### src/rtl/clock_div_prog.sv
// Programmable integer clock divider with 50% duty for even and odd divisors.
// Divisor updates are shadowed and applied only at a period boundary; tick marks each period start.
`timescale 1ns/1ps
module clock_div_prog #(
  parameter int unsigned W       = 8,
  parameter int unsigned DIV_RST = 5
) (
  input  logic         clk,
  input  logic         rst,
  input  logic         en,
  input  logic [W-1:0] div_in,
  input  logic         div_load,
  output logic         div_pending,
  output logic         div_err,
  output logic [W-1:0] div_active,
  output logic         tick,
  output logic         clk_out
);

  typedef enum logic {IDLE, RUN} state_t;

  localparam logic [W-1:0] DIV_MIN  = W'(2);
  localparam logic [W-1:0] DIV_INIT = W'(DIV_RST);

  state_t       state, state_nxt;
  logic [W-1:0] cnt, cnt_nxt;
  logic [W-1:0] shadow, shadow_nxt;
  logic [W-1:0] active_nxt;
  logic [W-1:0] h;
  logic         q_pos, q_pos_nxt, q_neg;
  logic         pend_nxt, err_nxt, tick_nxt;
  logic         boundary;

  // High-phase length in posedge cycles: ceil(D/2), computed one bit wider so D=2**W-1 cannot wrap
  assign h        = W'(({1'b0, div_active} + {{W{1'b0}}, 1'b1}) >> 1);
  assign boundary = (state == RUN) && (cnt == div_active - W'(1));

  always_comb begin
    state_nxt  = state;
    cnt_nxt    = cnt;
    q_pos_nxt  = q_pos;
    tick_nxt   = 1'b0;
    active_nxt = div_active;
    pend_nxt   = div_pending;
    shadow_nxt = shadow;
    err_nxt    = 1'b0;

    case (state)
      IDLE: begin
        cnt_nxt   = '0;
        q_pos_nxt = 1'b0;
        if (en) begin
          if (div_pending) begin
            active_nxt = shadow;
            pend_nxt   = 1'b0;
          end
          q_pos_nxt = 1'b1;
          tick_nxt  = 1'b1;
          state_nxt = RUN;
        end
      end
      RUN: begin
        if (boundary) begin
          cnt_nxt = '0;
          if (div_pending) begin
            active_nxt = shadow;
            pend_nxt   = 1'b0;
          end
          if (en) begin
            q_pos_nxt = 1'b1;
            tick_nxt  = 1'b1;
          end else begin
            q_pos_nxt = 1'b0;
            state_nxt = IDLE;
          end
        end else begin
          cnt_nxt   = cnt + W'(1);
          q_pos_nxt = (cnt_nxt < h);
        end
      end
      default: state_nxt = IDLE;
    endcase

    // A load on the boundary edge re-arms pending after the apply above, so it waits a period
    if (div_load) begin
      shadow_nxt = (div_in < DIV_MIN) ? DIV_MIN : div_in;
      pend_nxt   = 1'b1;
      err_nxt    = (div_in < DIV_MIN);
    end
  end

  always_ff @(posedge clk) begin
    if (rst) begin
      state       <= IDLE;
      cnt         <= '0;
      q_pos       <= 1'b0;
      div_active  <= DIV_INIT;
      shadow      <= DIV_INIT;
      div_pending <= 1'b0;
      div_err     <= 1'b0;
      tick        <= 1'b0;
    end else begin
      state       <= state_nxt;
      cnt         <= cnt_nxt;
      q_pos       <= q_pos_nxt;
      div_active  <= active_nxt;
      shadow      <= shadow_nxt;
      div_pending <= pend_nxt;
      div_err     <= err_nxt;
      tick        <= tick_nxt;
    end
  end

  always_ff @(negedge clk) begin
    if (rst) q_neg <= 1'b0;
    else     q_neg <= q_pos;
  end

  // Odd divisors delay the rising edge by half a clk via q_neg; q_pos low still drops clk_out at once
  assign clk_out = div_active[0] ? (q_pos & q_neg) : q_pos;

endmodule
### config.mk
export PLATFORM = sky130hd
export DESIGN_NAME = clock_div_prog
export DESIGN_NICKNAME = d
export VERILOG_FILES = /design/src/rtl/clock_div_prog.sv
export SDC_FILE = /design/constraint.sdc
export NUM_CORES = 1
export LEC_CHECK = 0
export CAP_MARGIN = 20
export CORE_ASPECT_RATIO = 0.9
export CORE_MARGIN = 8
export CORE_UTILIZATION = 36
export DETAILED_ROUTE_END_ITERATION = 6
export PLACE_DENSITY = 0.62
export SYNTH_ARGS = -nofsm -noshare
export SYNTH_HDL_FRONTEND = slang
export SYNTH_SLANG_ARGS = --single-unit
### constraint.sdc
create_clock -name clk -period 2 [get_ports clk]
set_input_delay 0.5 -clock clk [delete_from_list [all_inputs] [get_ports clk]]
set_output_delay 0.5 -clock clk [all_outputs]
set_load 0.03 [all_outputs]
; ---- After elaboration in Yosys (flattened, before gate mapping)
; Cells that the tools add are included.
[totals]
output_inout_bits = 12
regBits = 30
in_bits = 12
wordCells = 45
[classes]
add_sub_neg = 3
n_reduce_logical = 4
bitwise = 3
n_mux = 19
magnitude_cmp = 2
n_eq_ne = 5
[op_table]
columns = operator, count
row1 = $mux W8, 5
row2 = $pmux W8 S2, 2
row3 = $add A8 B1 Y9 const B, 1
row4 = $add A8 B1 Y8 const B, 1
row5 = $eq A8 B8 Y1, 1
row6 = $lt A8 B2 Y1 const B, 1
row7 = $lt A8 B8 Y1, 1
row8 = $mux W1, 8
row9 = $pmux W1 S2, 4
row10 = $sub A8 B1 Y8 const B, 1
row11 = $reduce_and A2 Y1, 2
row12 = $ne A3 B2 Y1 const B, 1
row13 = $ne A3 B3 Y1 const B, 1
row14 = $ne A2 B1 Y1 const B, 1
row15 = $ne A2 B2 Y1 const B, 1
row16 = $not A1 Y1, 2
row17 = $reduce_or A2 Y1, 1
row18 = $and A1 B1 Y1, 1
row19 = $logic_and A1 B1 Y1, 1

; ---- Longest topological paths before layout
; Gate-level depths: netlist of run 1.
[depth]
word_depth = 6
mapped_depth = 10
mapped_depth_nobuf = 9

==> impl_metrics.yaml, run 1 <==
timing:
  skew_ns: 0.0549
  tightest_slew_ns: 0.337
  maxSlewViolCount: 0
  grt_setup_unrepaired: "true"
  finalWorstSetupSlack_ns: -0.441
  relSlewSlack_pct: 77.4
  hold_viol_final: 0
  setup_viol: 3
placed_design:
  preCtsSetupSlack_ns: -0.137
  hpwl_um: 2970
  place_congestion: 0.834
  port_buffers: 23
logic_synthesis:
  yosysTopAreaCell: "dfxtp_1"
  syn_nets: 211
  syn-cell-area_um2: 1690
  synthDistinctLibCells: 39
  ys_seq_elements: 30
  synth.area.top_cells: "dfxtp_1 (36%), ha_1 (7.4%), xor2_1 (6.7%)"
  synth.avg_cell_area_um2: 8.93
  ys_warn_count: 0
  synth_edf_count: 0
  synth_top_area_share_pct: 35.6
  yosysSeqAreaShare_pct: 35.6
  synthCells: 189
  synth-async-reset-ratio_pct: 0
  synthFlopType: "dfxtp_1"
floorplan:
  die_area_um2: 7140
  coreArea_um2: 4490
  io_pins: 24
  start_util_pct: 37.6
  die_y_um: 81.0
  die_w_um: 88.2
  rows: 23
worst_hold_path:
  hp-class: "reg -> reg"
power:
  p_leak_nw: 1.15
  finalPower_mw: 1.44
  peakVddDrop_mv: 0.395
  p_per_area_nw_per_um2: 588
routing:
  detail_route.first_pass.iterations: 4
  avgRoutedWirePerCell_um: 14.5
  drtIter0Drc: 71
  drc_errors: 0
  final_antenna_net_count: 0
  num_vias: 1496
  vias_per_cell: 5.05
  wirelength_um: 4310
outcome:
  violations: "setup timing"
  status: "complete, but fails checks"
setup_path:
  path_class: "reg -> out"
  crit_fanout: 1
  start_kind: "flip-flop"
  critical_path.endpoint_type: "output pin"
  required_ns: 1.50
  arrival_ns: 1.94
run:
  max_cap_violations: 0
layout:
  antennaDiodeCount: 0
  final_nets: 255
  drive_gt1_share_pct: 32.5
  final_util_pct: 54.6
  area_growth_pct: 45.2
clock_tree:
  numClockSinks: 30
  cts_tree: "yes"
  clk_latency_ns: 0.33
  htree_levels: 2
  cts_hold_buf: 0
  clk_pin_slew_ns: 0.07
  cts_made_buffers: 5
  cts_max_path_buffers: 2
  root_buffer: "clkbuf_8"
global_route:
  grt_use_total_pct: 12.5
  grt_pass1_wl_um: 6970
  grt_max_degree: 19
  antenna_found_initial: 0
  overflow: 0
  first_global_vias: 1491
[kinds of logic (layout without fill, tap and decap cells)]
kind of cell,after synthesis,after routing,share of synthesized area [%]
and+or+nand+nor,69,69,20.5
DFF,30,30,35.6
AOI/OAI and AO/OA,28,29,12.9
xor gates and xnor gates,21,21,10.9
buffers and inverters,20,64,6.15
muxes,11,11,6.52
adders and majority gates,10,10,7.41
[repair_timing]
item / CTS / global route
gates cloned: 1 / 0
setup buffers: 0 / 9
setup endpoints to repair: 7 / 22
pin swaps: 1 / 18
resized for setup: 6 / 37
[critical path, stage by stage, from the launching register on]
cell     delay [ns]
dfxtp_1        0.29
o21a_4         0.18
buf_6          0.13
[through the flow]
| stage | TNS, ns | cells | area [µm²] | hold WS [ns] |
|---|---|---|---|---|
| detailed placement | -0.277 | 278 | 2090 | 0.476 |
| finish | -0.447 | 296 | 2450 | 0.483 |
| global route | -1.22 | 296 | 2450 | 0.515 |
| floorplan | -0.00574 | 189 | 1760 | 0.455 |
| CTS | -0.453 | 287 | 2210 | 0.487 |
| global placement | -0.250 | 278 | 2090 | 0.470 |
[final cells by class]
type,instances,area [µm²]
Inverter,7,26.3
Fill cell,429,2040
Clock inverter,4,20.0
Multi-Input combinational cell,140,1190
Clock buffer,5,68.8
Sequential cell,30,623
Tap cell,62,77.6
Timing Repair Buffer,48,440
[final timing paths]
check | start | endpoint | slack (ns) | cells after the start
max | q_neg | clk_out | -0.44 | 2
min | shadow[2] | shadow[2] | 0.48 | 2
max reg2reg | div_active[2] | div_active[5] | 0 | 7
min reg2reg | shadow[2] | shadow[2] | 0.48 | 2
[registers in the layout (all words and copies together) (netlist names)]
register     cells
div_err          1
q_neg            1
tick             1
div_active       8
div_pending      1
cnt              8
shadow           8
q_pos            1
state            1
[report_power, final]
group / internal, mW / switching [mW]
sequential: 0.621 / 0.0221
combinational: 0.162 / 0.157
clock: 0.240 / 0.239
total: 1.02 / 0.418
[per-layer routing]
metal  vias to the layer above  routed length [µm]  track usage, %
met5                         -                   0               0
met4                         0                  48            5.40
met3                         5                 212            3.83
met2                        25                1880            18.9
met1                       714                2160            16.0
li1                        752                   -               -
[cells in the mapped netlist (2+ instances only)]
cell type / count
xnor2_1: 8
inv_1: 8
a31oi_1: 2
and3_1: 11
a21oi_1: 3
mux2i_1: 11
a211oi_1: 3
o21a_1: 2
nor3_1: 4
ha_1: 10
nor2_1: 20
buf_2: 2
nand4_1: 2
a21o_1: 3
nor4_1: 2
buf_4: 3
o211ai_1: 4
nand2_1: 11
buf_6: 2
dfxtp_1: 30
nand3_1: 11
o21ai_0: 2
xor2_1: 13
clkbuf_1: 5
a22oi_1: 2
nor3b_1: 2
[placed cells by master, fill, tap and decap left out, types with 2 or more instances in the layout]
cell type	synthesis	routed
dfxtp_1	30	22
buf_4	3	21
nor2_1	20	20
clkdlybuf4s50_1	0	18
xor2_1	13	13
mux2i_1	11	11
nand2_1	11	10
and3_1	11	9
nand3_1	11	8
inv_1	8	7
ha_1	10	6
clkbuf_8	0	5
dfxtp_4	0	5
buf_6	2	5
xnor2_2	0	4
xnor2_1	8	4
o211ai_1	4	4
nor3_1	4	3
a21o_1	3	3
dfxtp_2	0	3
dlymetal6s2s_1	0	3
and3_4	0	2
nand3_2	0	2
a22oi_2	0	2
or3_4	1	2
o21ai_1	0	2
nand4_1	2	2
a211oi_4	0	2
a21oi_1	3	2
a31oi_4	1	2
ha_2	0	2
ha_4	0	2
Power figures use the tool's default switching activity.
==> run 2: changes to the inputs <==
Settings changed: CORE_MARGIN 8 to 2.
==> impl_metrics.yaml, run 2 (synthesis gave the netlist of run 1 again) <==
outcome:
  status: "complete, but fails checks"
  violations: "setup timing"
setup_path:
  arrival_ns: 1.95
  required_ns: 1.50
  rrSetupSlack_ns: -0.02
  path_class: "reg -> out"
  critical_path.endpoint_type: "output pin"
  start_kind: "flip-flop"
  crit_fanout: 1
layout:
  area_growth_pct: 44.9
  final_util_pct: 54.5
  final_cell_mix: "dfxtp_1 (22), buf_4 (22), clkdlybuf4s50_1 (20)"
  drive_gt1_share_pct: 31.5
  antennaDiodeCount: 0
  reg_top3: "cnt: 8 flops, div_active: 8 flops, shadow: 8 flops"
  final_nets: 253
clock_tree:
  cts_hold_buf: 0
  clk_pin_slew_ns: 0.07
  clk_latency_ns: 0.33
  root_buffer: "clkbuf_8"
  cts_made_buffers: 5
  htree_levels: 2
  cts_tree: "yes"
  numClockSinks: 30
  cts_max_path_buffers: 2
routing:
  detail_route.first_pass.iterations: 4
  num_vias: 1446
  drc_errors: 0
  avgRoutedWirePerCell_um: 13.8
  drtIter0Drc: 51
  final_antenna_net_count: 0
  wirelength_um: 4060
  vias_per_cell: 4.92
power:
  combPwrFrac_pct: 18.3
  internal_power_mw: 1.21
  p_leak_nw: 1.12
  switchingPower_uw: 399
  p_sw_share_pct: 24.8
  p_seq_share_pct: 39.8
  pwr-share-clk_pct: 41.9
  peakVddDrop_mv: 0.520
  p_per_area_nw_per_um2: 659
floorplan:
  die_w_um: 76.2
  start_util_pct: 37.6
  coreArea_um2: 4490
  rows: 23
  die_area_um2: 5250
  die_y_um: 69.0
  io_pins: 24
global_route:
  grt_pass1_wl_um: 6460
  antenna_found_initial: 0
  first_global_vias: 1382
  overflow: 0
  grt_use_total_pct: 16.0
  grt_max_degree: 19
timing:
  tightest_slew_ns: 0.393
  skew_ns: 0.0569
  grt_setup_unrepaired: "true"
  setup_viol: 6
  hold_viol_final: 0
  finalWorstSetupSlack_ns: -0.447
  maxSlewViolCount: 0
  relSlewSlack_pct: 73.6
  whs_ns: 0.487
placed_design:
  preCtsSetupSlack_ns: -0.131
  place_congestion: 0.785
  port_buffers: 23
  hpwl_um: 2780
worst_hold_path:
  hp-class: "reg -> reg"
run:
  max_cap_violations: 0
## run 2: final timing paths
kind / start / to / cells past startpoint
min: shadow[2] / shadow[2] / 2
min reg2reg: shadow[2] / shadow[2] / 2
max reg2reg: div_active[2] / div_active[4] / 6
max: q_neg / clk_out / 2
## run 2: routing by layer
metal / global-route usage (%) / part of all wire [%]
met2: 25.3 / 45
met1: 21.0 / 51
met4: 6.14 / 0.86
met3: 4.56 / 3.7
met5: 0 / 0
## run 2: final cells by class
type,count,area [µm²]
clock buffer,6,93.8
clock inverter,3,37.5
fill,437,2040
inverter,7,26.3
multi-input combinational,140,1180
sequential,30,623
tap,62,77.6
timing repair buffer,46,409
## run 2: critical path: stages, from the launching register on
cell and delay [ns]:
dfxtp_1 0.30, o21a_4 0.19, buf_6 0.13
## run 2: power groups by stage
stage	combinational, mW	sequential, mW	clock (mW)
2_1_floorplan	0.149	0.664	0.00626
3_3_place_gp	0.247	0.653	0.00626
3_5_place_dp	0.250	0.653	0.00626
4_1_cts	0.257	0.640	0.694
5_1_grt	0.321	0.645	0.731
6_report	0.295	0.642	0.676
## run 2: timing repair
action / in CTS / in global routing
endpoints found under the setup margin: 3 / 21
resized for setup: 4 / 30
endpoints found under the hold margin: 0 / 0
cloned: 0 / 1
buffers inserted: 0 / 5
pin swaps: 0 / 11
## run 2: per-stage QoR
| stage | area [µm²] | total power [mW] | setup TNS (ns) | instances |
|---|---|---|---|---|
| floorplan | 1760 | 0.820 | -0.00574 | 189 |
| global placement | 2100 | 0.906 | -0.251 | 280 |
| detailed placement | 2100 | 0.909 | -0.257 | 280 |
| CTS | 2250 | 1.59 | -0.457 | 288 |
| global route | 2450 | 1.70 | -0.975 | 294 |
| finish | 2450 | 1.61 | -0.533 | 294 |
==> run 3: changes to the inputs <==
Settings changed: CTS_BUF_LIST set to sky130_fd_sc_hd__clkbuf_2 sky130_fd_sc_hd__clkbuf_4 sky130_fd_sc_hd__clkbuf_8.
==> impl_metrics.yaml, run 3 (synthesis gave the netlist of run 1 again) <==
outcome:
  status: "complete, but fails checks"
  violations: "setup timing"
timing:
  grt_setup_unrepaired: "true"
  maxSlewViolCount: 0
  finalWorstSetupSlack_ns: -0.445
  whs_ns: 0.487
  skew_ns: 0.0579
  tightest_slew_ns: 0.390
  hold_viol_final: 0
  setup_viol: 6
  relSlewSlack_pct: 73.8
floorplan:
  coreArea_um2: 4490
  io_pins: 24
  rows: 23
  start_util_pct: 37.6
  die_w_um: 76.2
  die_y_um: 69.0
  die_area_um2: 5250
global_route:
  first_global_vias: 1423
  antenna_found_initial: 0
  grt_use_total_pct: 16.7
  grt_pass1_wl_um: 6740
  grt_max_degree: 19
  overflow: 0
worst_hold_path:
  hold_depth: 2
  min_from: "shadow[2]"
  hp-class: "reg -> reg"
clock_tree:
  root_buffer: "clkbuf_8"
  cts_made_buffers: 5
  htree_levels: 2
  numClockSinks: 30
  clk_latency_ns: 0.33
  cts_tree: "yes"
  cts_max_path_buffers: 2
  cts_hold_buf: 0
  clk_pin_slew_ns: 0.07
run:
  max_cap_violations: 0
routing:
  drtIter0Drc: 39
  drc_errors: 0
  num_vias: 1471
  detail_route.first_pass.iterations: 4
  final_antenna_net_count: 0
  wirelength_um: 4060
  vias_per_cell: 4.97
  avgRoutedWirePerCell_um: 13.7
placed_design:
  place_congestion: 0.785
  place_inst: 280
  port_buffers: 23
  hpwl_um: 2780
power:
  p_per_area_nw_per_um2: 679
  p_leak_nw: 1.15
  peakVddDrop_mv: 0.519
  finalPower_mw: 1.66
setup_path:
  critical_path.endpoint_type: "output pin"
  path_class: "reg -> out"
  reg2reg_from: "div_active[4]"
  r2r_cells: 6
  required_ns: 1.50
  arrival_ns: 1.95
  max_stage_delay_ns: 0.30
  worstReg2RegEnd: "div_active[4]"
  rrSetupSlack_ns: -0.04
  start_kind: "flip-flop"
  startpoint: "q_neg"
  endpoint: "clk_out"
  crit_slowest_cell: "dfxtp_1"
  path_cells: "o21a_4, buf_6"
  crit_fanout: 1
layout:
  instances_no_fill: 296
  final_common_cell: "dfxtp_1"
  antennaDiodeCount: 0
  reg_top3: "cnt: 8 flops, div_active: 8 flops, shadow: 8 flops"
  final_cell_mix: "dfxtp_1 (24), buf_4 (22), nor2_1 (19), clkdlybuf4s50_1 (19), xor2_1 (13)"
  area_growth_pct: 44.6
  final_nets: 255
  drive_gt1_share_pct: 29.9
run 3: layer usage:
layer	vias to the layer above	routed length, µm	global-route usage (%)
met3	2	162	4.56
li1	755	-	-
met5	-	0	0
met4	0	35	6.14
met2	20	1830	26.5
met1	694	2030	22.2
run 3: worst min path at each step:
| stage | slack (ns) | end |
|---|---|---|
| 4_1_cts | 0.49 | shadow[2] |
| 2_1_floorplan | 0.45 | cnt[0] |
| 6_report | 0.49 | shadow[2] |
| 3_3_place_gp | 0.47 | shadow[2] |
| 5_1_grt | 0.51 | shadow[0] |
| 3_5_place_dp | 0.48 | shadow[2] |
run 3: final cells by class:
class | count | area, µm²
multi-input combinational | 140 | 1150
clock inverter | 4 | 67.6
timing repair buffer | 48 | 434
fill | 438 | 2050
inverter | 7 | 26.3
sequential | 30 | 621
tap | 62 | 77.6
clock buffer | 5 | 68.8
run 3: timing repair:
action	4_1_cts	5_1_grt
pin swaps	4	14
hold endpoints to repair	0	0
endpoints found under the setup margin	4	21
resized for setup	5	26
cloned	1	0
setup buffers	4	3
run 3: critical path, delay by kind of cell, from the launching register on:
family                 cells  cell delay, ns
buffers and inverters      1            0.13
flip-flops                 1            0.30
AO/OA/AOI/OAI              1            0.19
run 3: report_power, final:
| part | total, mW | internal (mW) | switching [mW] | leakage, nW |
|---|---|---|---|---|
| logic | 0.295 | 0.149 | 0.147 | 0.829 |
| clock network | 0.723 | 0.495 | 0.227 | 0.0711 |
| registers | 0.640 | 0.621 | 0.0191 | 0.248 |
run 3: through the flow:
step | instance area, µm² | setup slack, ns | util (%) | setup TNS, ns
after floorplan | 1760 | -0.00574 | - | -0.00574
after global placement | 2100 | -0.130 | 46.8 | -0.251
after detailed placement | 2100 | -0.131 | 46.8 | -0.257
after CTS | 2300 | -0.457 | 51.2 | -0.457
after global routing | 2440 | -0.481 | 54.4 | -1.13
final | 2440 | -0.445 | 54.4 | -0.611
